`src/rtl/fp_convert_sequencer.sv`:
```
// Sequences a two's-complement sample through an external sign-magnitude converter, then
// normalises it with a serial shifter and rounds it to an {S, E, F} float with value F * 2^E.
module fp_convert_sequencer #(
  parameter int IN_W  = 12,
  parameter int EXP_W = 3,
  parameter int SIG_W = 4
) (
  input  logic             clk,
  input  logic             rst_n,
  input  logic             in_valid,
  output logic             in_ready,
  input  logic [IN_W-1:0]  in_data,
  output logic [IN_W-1:0]  conv_d,
  input  logic             conv_s,
  input  logic [IN_W-1:0]  conv_sm,
  output logic             out_valid,
  input  logic             out_ready,
  output logic             out_s,
  output logic [EXP_W-1:0] out_e,
  output logic [SIG_W-1:0] out_f,
  output logic             out_sat,
  output logic             busy
);

  localparam int LZ_W = EXP_W + 1;
  localparam logic [LZ_W-1:0] LZ_MAX = LZ_W'(2**EXP_W);

  typedef enum logic [2:0] {
    IDLE  = 3'd0,
    LOAD  = 3'd1,
    NORM  = 3'd2,
    ROUND = 3'd3,
    DONE  = 3'd4
  } state_t;

  state_t           state_q;
  logic [IN_W-1:0]  conv_d_q;
  logic [IN_W-1:0]  sh_q;
  logic [LZ_W-1:0]  lz_q;
  logic             sgn_q;
  logic             out_valid_q;
  logic             out_s_q;
  logic [EXP_W-1:0] out_e_q;
  logic [SIG_W-1:0] out_f_q;
  logic             out_sat_q;

  logic [SIG_W-1:0] f0_s;
  logic             rnd_s;
  logic [SIG_W:0]   f1_s;
  logic [LZ_W-1:0]  e0_s;
  logic [LZ_W-1:0]  e1_s;
  logic [SIG_W-1:0] f_s;
  logic [EXP_W-1:0] out_e_d;
  logic [SIG_W-1:0] out_f_d;
  logic             out_sat_d;

  // Rounding of the normalised window; an exponent carry past the top saturates the result.
  always_comb begin
    f0_s  = sh_q[IN_W-1 -: SIG_W];
    rnd_s = sh_q[IN_W-1-SIG_W];
    f1_s  = {1'b0, f0_s} + {{SIG_W{1'b0}}, rnd_s};
    e0_s  = LZ_MAX - lz_q;
    if (f1_s[SIG_W]) begin
      e1_s = e0_s + LZ_W'(1);
      f_s  = {1'b1, {(SIG_W-1){1'b0}}};
    end else begin
      e1_s = e0_s;
      f_s  = f1_s[SIG_W-1:0];
    end
    if (e1_s[EXP_W]) begin
      out_e_d   = '1;
      out_f_d   = '1;
      out_sat_d = 1'b1;
    end else begin
      out_e_d   = e1_s[EXP_W-1:0];
      out_f_d   = f_s;
      out_sat_d = 1'b0;
    end
  end

  // Control FSM with all datapath and output registers.
  always_ff @(posedge clk or negedge rst_n) begin
    if (!rst_n) begin
      state_q     <= IDLE;
      conv_d_q    <= '0;
      sh_q        <= '0;
      lz_q        <= '0;
      sgn_q       <= 1'b0;
      out_valid_q <= 1'b0;
      out_s_q     <= 1'b0;
      out_e_q     <= '0;
      out_f_q     <= '0;
      out_sat_q   <= 1'b0;
    end else begin
      case (state_q)
        IDLE: begin
          if (in_valid) begin
            conv_d_q <= in_data;
            state_q  <= LOAD;
          end
        end
        LOAD: begin
          sh_q    <= conv_sm;
          sgn_q   <= conv_s;
          lz_q    <= '0;
          state_q <= NORM;
        end
        // One bit per cycle; lz caps at 2**EXP_W so small magnitudes land at E=0.
        NORM: begin
          if (sh_q[IN_W-1] || (lz_q == LZ_MAX)) begin
            state_q <= ROUND;
          end else begin
            sh_q <= sh_q << 1;
            lz_q <= lz_q + LZ_W'(1);
          end
        end
        ROUND: begin
          out_s_q     <= sgn_q;
          out_e_q     <= out_e_d;
          out_f_q     <= out_f_d;
          out_sat_q   <= out_sat_d;
          out_valid_q <= 1'b1;
          state_q     <= DONE;
        end
        DONE: begin
          if (out_ready) begin
            out_valid_q <= 1'b0;
            state_q     <= IDLE;
          end
        end
        default: begin
          out_valid_q <= 1'b0;
          state_q     <= IDLE;
        end
      endcase
    end
  end

  assign in_ready  = (state_q == IDLE);
  assign busy      = (state_q != IDLE);
  assign conv_d    = conv_d_q;
  assign out_valid = out_valid_q;
  assign out_s     = out_s_q;
  assign out_e     = out_e_q;
  assign out_f     = out_f_q;
  assign out_sat   = out_sat_q;

endmodule

```
`config.mk`:
```
export PLATFORM = sky130hd
export DESIGN_NAME = fp_convert_sequencer
export DESIGN_NICKNAME = d
export VERILOG_FILES = /design/src/rtl/fp_convert_sequencer.sv
export SDC_FILE = /design/constraint.sdc
export NUM_CORES = 1
export LEC_CHECK = 0
export CORE_MARGIN = 4
export CORE_UTILIZATION = 48
export DETAILED_ROUTE_END_ITERATION = 6
export PLACE_DENSITY = 0.76
export SLEW_MARGIN = 40
export SYNTH_ARGS = -nofsm -noshare
export SYNTH_HDL_FRONTEND = slang
export SYNTH_SLANG_ARGS = --single-unit
```
`constraint.sdc`:
```
create_clock -name clk -period 2 [get_ports clk]
set_input_delay 0.4 -clock clk [delete_from_list [all_inputs] [get_ports clk]]
set_output_delay 0.4 -clock clk [all_outputs]
set_load 0.02 [all_outputs]
```
==> results of run 1 <==
[flip-flops by register name (all words and copies together) (netlist names)]
| signal | cells |
|---|---|
| state_q | 3 |
| out_e | 3 |
| out_valid | 1 |
| lz_q | 4 |
| out_s | 1 |
| sh_q | 12 |
| sgn_q | 1 |
| conv_d | 12 |
| out_f | 4 |
| out_sat | 1 |
[cell usage in the layout (no fill, tap or decap), types with 2 or more instances in the layout]
| cell | instances |
|---|---|
| xnor2_1 | 4 |
| nand3b_1 | 2 |
| ha_1 | 5 |
| nand3_1 | 7 |
| o22ai_1 | 13 |
| clkbuf_8 | 6 |
| nand4_1 | 2 |
| o21ai_0 | 9 |
| inv_1 | 6 |
| nor3_1 | 3 |
| a22oi_1 | 2 |
| dfrtp_1 | 42 |
| nand2_1 | 15 |
| buf_4 | 10 |
| clkdlybuf4s50_1 | 50 |
| a31oi_1 | 2 |
| nor2_1 | 27 |
| xor2_1 | 4 |
| mux2_2 | 11 |
| nor4_1 | 2 |
[stage by stage]
stage | hold slack (ns) | area, um2 | utilization | std cells | setup slack [ns]
2_1_floorplan | 0.1044 | 1972 | - | 186 | 0.2305
3_3_place_gp | 0.4593 | 2565 | 0.6412 | 287 | 0.1703
3_5_place_dp | 0.4751 | 2565 | 0.6412 | 287 | 0.1047
4_1_cts | 0.1992 | 2656 | 0.6641 | 295 | 0.003796
5_1_grt | 0.2378 | 2673 | 0.6681 | 295 | 0.006884
6_report | 0.1836 | 2673 | 0.6681 | 295 | 0.09216
[worst min path at each step]
| stage | startpoint | end |
|---|---|---|
| 2_1_floorplan | rst_n | conv_d[0] |
| 3_3_place_gp | out_s | out_s |
| 3_5_place_dp | out_s | out_s |
| 4_1_cts | rst_n | conv_d[9] |
| 5_1_grt | rst_n | out_s |
| 6_report | rst_n | conv_d[9] |
[per-layer routing]
metal | track usage | vias up
met5 | 0 | -
met4 | 0.06472 | 0
met3 | 0.04155 | 8
met2 | 0.2720 | 35
met1 | 0.2241 | 733
li1 | - | 761
[timing repair]
action                                  CTS  global route
endpoints found under the setup margin    0             7
setup buffers                             0             0
gates resized for setup                   0             3
[area by class of cell]
type	instances	area (um2)	share of cell area
Sequential cell	42	1051	0.3933
Multi-Input combinational cell	127	852.1	0.3188
Timing Repair Buffer	62	593.1	0.2219
Clock buffer	7	86.33	0.03230
Tap cell	50	62.56	0.02341
Inverter	6	22.52	0.008427
Clock inverter	1	5.005	0.001873
[cells by family (layout without fill, tap and decap cells)]
family / count (synthesis) / count (layout) / synth area share
AND/OR/NAND/NOR: 68 / 68 / 0.1783
flip-flops: 42 / 42 / 0.5330
AO/OA/AOI/OAI: 32 / 32 / 0.1015
buffers and inverters: 17 / 76 / 0.04187
multiplexers: 13 / 13 / 0.07360
XOR/XNOR: 9 / 9 / 0.03997
adder cells (fa/ha/maj): 5 / 5 / 0.03173
[where the power goes]
part | switching [W] | total (W) | leakage, nW | internal [W]
Sequential | 0.000268 | 0.00153 | 0.490 | 0.00126
Clock | 0.000276 | 0.000555 | 0.0482 | 0.000278
Combinational | 0.00126 | 0.00244 | 0.609 | 0.00118
==> results_dict.tcl, run 1 <==
set metrics [dict create \
    crit_start "state_q[1]" \
    r2r_end "out_f[0]" \
    critical_path_depth 3 \
    crit_type "reg2out" \
    avgSynthCellArea_um2 10.60 \
    end_kind "output port" \
    final_layout_size_suffix_gt1_frac 0.1429 \
    max_freq_ghz 0.5242 \
    ys.flop_type "dfrtp_1" \
    top_layer_used "met4" \
    crit_end "busy" \
    cp_cell_sequence "nor3_4 -> inv_1 -> clkdlybuf4s50_1" \
    drc 0 \
    rrSetupSlack_ns 0.14 \
    cts_tree "yes" \
    crit_required_ns 1.60 \
    die-area_um2 5198 \
    cts_root_buf "clkbuf_8" \
    crit_buf_inv 2 \
    async_flop_share 1.000 \
    netlist_area_um2 1972 \
    cts_sinks 42 \
    synth_common_cells "42 x dfrtp_1, 27 x nor2_1, 15 x nand2_1" \
    met1_length_um 1900 \
    h-tree-depth 2 \
    port_buffers 52 \
    rsz0062_at_grt "false" \
    yosys_warnings 0 \
    syn-num-nets 220 \
    grt.total_usage 0.1703 \
    routed_wl_um 4131 \
    drt_iter0_drc 77 \
    fin_crit_ns 1.908 \
    finalHoldViolCount 0 \
    cp_max_fo 3 \
    grt_pass1_wl_um 6831 \
    skew_ns 0.003551 \
    drv_cap 0 \
    arrival_ns 1.51 \
    gp_congestion 0.8344 \
    antenna_found_initial 0 \
    row_count 23 \
    fin_total_pwr_w 0.004525 \
    firstDrtPassIters 4 \
    hpwl_um 3030 \
    synth-edff-count 0 \
    viasPerCell 5.210 \
    initial_utilization 0.4930 \
    pin_count 53 \
    synthMostInstantiatedCell "dfrtp_1" \
    wl_met2_um 1991 \
    crit_slowest_cell "clkdlybuf4s50_1" \
    r2r_cells 6 \
    startpoint_type "register" \
    syn_to_final_growth_pct 35.53 \
    vias 1537 \
    grt_start_max_net_pins 43 \
    synth_top_cell_area_share 0.5330 \
    ys_seq_area_frac 0.5330 \
    wl_met3_um 177 \
    ys_types 39 \
    critPathTopFamily "buffers and inverters" \
    cts_hold_buf 0 \
    leakagePower_nw 1.147 \
    die_w_um 72.10 \
    nNetsFinal 278 \
    core_region_area_um2 4000 \
    timing.rr.start "sh_q[7]" \
    slew_headroom 0.6256 \
    fin_crit_sh 0.9539 \
    drv_slew 0 \
    tns_ns 0 \
    run_status "finished clean" \
    grt.overflow.total 0 \
    p_per_area_nw_per_um2 1693 \
    cts_buffers 5 \
    final_antenna_net_count 0 \
    path_clk_slew_ns 0.08 \
    wl_per_cell_um 14.00 \
    fill_cells 319 \
    ys_seq_elements 42 \
    antenna_cells 0 \
    worstMarginPinSlew_ns 0.5617 \
    hold_class "in2async" \
    max-vdd-ir-drop_v 0.0007366 \
    setup_violations 0 \
    die_h_um 72.10 \
    syn_inst 186 \
    synth_area_leaders "dfrtp_1 53%, mux2_2 6.3%, nor2_1 5.1%, o22ai_1 4.1%, ha_1 3.2%" \
    clock_path_buffers 2 \
    netlist.top_cell.by_area "dfrtp_1" \
    insertion_delay_ns 0.29 \
    cp_slowest_stage_delay_ns 0.53 \
    grt_pass1_vias 1478 \
]
Power figures use the tool's default switching activity.
==> inputs of run 2 (changes only) <==
--- a/config.mk
+++ b/config.mk
@@ -6,9 +6,9 @@
 export NUM_CORES = 1
 export LEC_CHECK = 0
 export CORE_MARGIN = 4
-export CORE_UTILIZATION = 48
+export CORE_UTILIZATION = 45
 export DETAILED_ROUTE_END_ITERATION = 6
-export PLACE_DENSITY = 0.76
+export PLACE_DENSITY = 0.72
 export SLEW_MARGIN = 40
 export SYNTH_ARGS = -nofsm -noshare
 export SYNTH_HDL_FRONTEND = slang
==> run 2 against run 1 <==
Net effect: power fell by 1.3%; routed wire length rose by 0.53%; critical path depth rose by 3; fmax rose by 4.4%; combinational power fell by 2%; non-clock buffer count fell by 3; flip-flop and latch count did not move; sequential power barely moved; setup slack improved by 0.081 ns; clock-buffer cell count did not move; via count fell by 2.1%; critical path type is now reg2reg.
==> results_dict.tcl, run 2 (synthesis gave the netlist of run 1 again) <==
set metrics [dict create \
    run_status "finished clean" \
    wl_per_cell_um 14.22 \
    grt_pass1_wl_um 6865 \
    p_per_area_nw_per_um2 1685 \
    crit_required_ns 2.18 \
    finalHoldViolCount 0 \
    startpoint_type "register" \
    tns_ns 0 \
    antenna_found_initial 0 \
    drt_iter0_drc 74 \
    end_kind "register" \
    hpwl_um 3044 \
    worstMarginPinSlew_ns 0.5395 \
    vias 1504 \
    grt_pass1_vias 1512 \
    row_count 23 \
    max_freq_ghz 0.5474 \
    viasPerCell 5.151 \
    routed_wl_um 4153 \
    nNetsFinal 275 \
    firstDrtPassIters 4 \
    crit_path_frequent_cell "ha_1" \
    syn_to_final_growth_pct 34.39 \
    drc 0 \
    rsz0062_at_grt "false" \
    final_antenna_net_count 0 \
    initial_utilization 0.4792 \
    hold_class "in2async" \
    grt_start_max_net_pins 43 \
    slew_headroom 0.6404 \
    grt.overflow.total 0 \
    h-tree-depth 2 \
    clock_path_buffers 2 \
    drv_slew 0 \
    crit_slowest_cell "dfrtp_1" \
    cts_root_buf "clkbuf_8" \
    fin_crit_ns 1.827 \
    layout_commonest_cell "clkdlybuf4s50_1" \
    antenna_cells 0 \
    fin_crit_sh 0.9134 \
    path_clk_slew_ns 0.08 \
    fill_cells 361 \
    cts_sinks 42 \
    core_region_area_um2 4115 \
    switching_share 0.4035 \
    cp_max_fo 6 \
    insertion_delay_ns 0.30 \
    p_comb_frac 0.534 \
    drv_cap 0 \
    dpl-instance-area_um2 2542 \
    final_layout_size_suffix_gt1_frac 0.1405 \
    p_sw_w 0.001802 \
    final_cell_mix "49 x clkdlybuf4s50_1, 41 x dfrtp_1, 27 x nor2_1" \
    port_buffers 52 \
    die-area_um2 5505 \
    leakagePower_nw 1.125 \
    max-vdd-ir-drop_v 0.0008153 \
    grt.total_usage 0.1657 \
    arrival_ns 2.01 \
    design_area_um2 2650 \
    die_w_um 74.20 \
    p_int_w 0.002663 \
    p_clk_frac 0.125 \
    pin_count 53 \
    crit_type "reg2reg" \
    cp_cell_sequence "ha_1 -> ha_1 -> and4_1 -> a31oi_2 -> xor2_2 -> o21ai_0" \
    cts_tree "yes" \
    gp_congestion 0.8495 \
    seqPwrFrac 0.341 \
    die_h_um 74.20 \
    cp_slowest_stage_delay_ns 0.40 \
    setup_violations 0 \
    skew_ns 0.005456 \
    cts_buffers 5 \
]
[run 2: cell types whose count changed in the layout (fill, tap and decap cells not counted), sizes merged]
cell           previous run  this run
buf                      11         8
clkdlybuf4s50            50        49
dlygate4sd2               0         1
[run 2: final timing paths]
path / start / end / slack [ns] / cells after the start
setup / recovery: sh_q[7] / out_f[0] / 0.17 / 6
hold / removal: rst_n / out_e[1] / 0.16 / 2
setup reg to reg: sh_q[7] / out_f[0] / 0.17 / 6
hold reg to reg: out_sat / out_sat / 0.48 / 2
max in group asynchronous: rst_n / state_q[2] / 1.46 / 2
min in group clk: out_sat / out_sat / 0.48 / 2
[run 2: repair_timing]
action                     4_1_cts  5_1_grt
hold buffers                     0        0
setup endpoints to repair        2        7
buffers inserted                 0        0
gates cloned                     0        0
gates resized for setup          2        3
[run 2: stage by stage]
step | cells | worst slack (ns) | hold slack (ns) | power, W | utilization
after floorplan | 186 | 0.2305 | 0.1044 | 0.003052 | -
after global placement | 284 | 0.1122 | 0.4565 | 0.003864 | 0.6178
after detailed placement | 284 | 0.05709 | 0.4638 | 0.003934 | 0.6178
after CTS | 292 | 0.02428 | 0.1801 | 0.004488 | 0.6400
after global routing | 292 | 0.02405 | 0.2010 | 0.004819 | 0.6440
final | 292 | 0.1732 | 0.1575 | 0.004465 | 0.6440
[run 2: metal layers]
layer / routed length, um / track usage / share of wire / up-vias
met4: 45 / 0.04829 / 0.011 / 0
met1: 1856 / 0.2088 / 0.45 / 703
met5: 0 / 0 / 0 / -
li1: - / - / - / 759
met2: 2007 / 0.2756 / 0.48 / 38
met3: 243 / 0.05000 / 0.059 / 4
[run 2: critical path, delay by kind of cell, from the launching register on]
kind	cells	cell delay [ns]
AO/OA/AOI/OAI	2	0.33
flip-flops	1	0.40
adder cells (fa/ha/maj)	2	0.46
XOR/XNOR	1	0.26
AND/OR/NAND/NOR	1	0.27
[run 2: power groups by stage]
stage	logic [W]	registers, W	clock network, W
floorplan	0.00131	0.00175	0
global placement	0.00234	0.00152	0
detailed placement	0.00240	0.00154	0
CTS	0.00239	0.00152	0.000577
global route	0.00264	0.00158	0.000606
finish	0.00238	0.00152	0.000560
[run 2: cell type report]
| class | instances | area, um2 | share of cell area |
|---|---|---|---|
| Clock buffer | 7 | 86.33 | 0.03258 |
| Clock inverter | 1 | 5.005 | 0.001889 |
| Inverter | 6 | 22.52 | 0.008499 |
| Multi-Input combinational cell | 127 | 852.1 | 0.3215 |
| Sequential cell | 42 | 1052 | 0.3971 |
| Tap cell | 50 | 62.56 | 0.02361 |
| Timing Repair Buffer | 59 | 569.3 | 0.2148 |
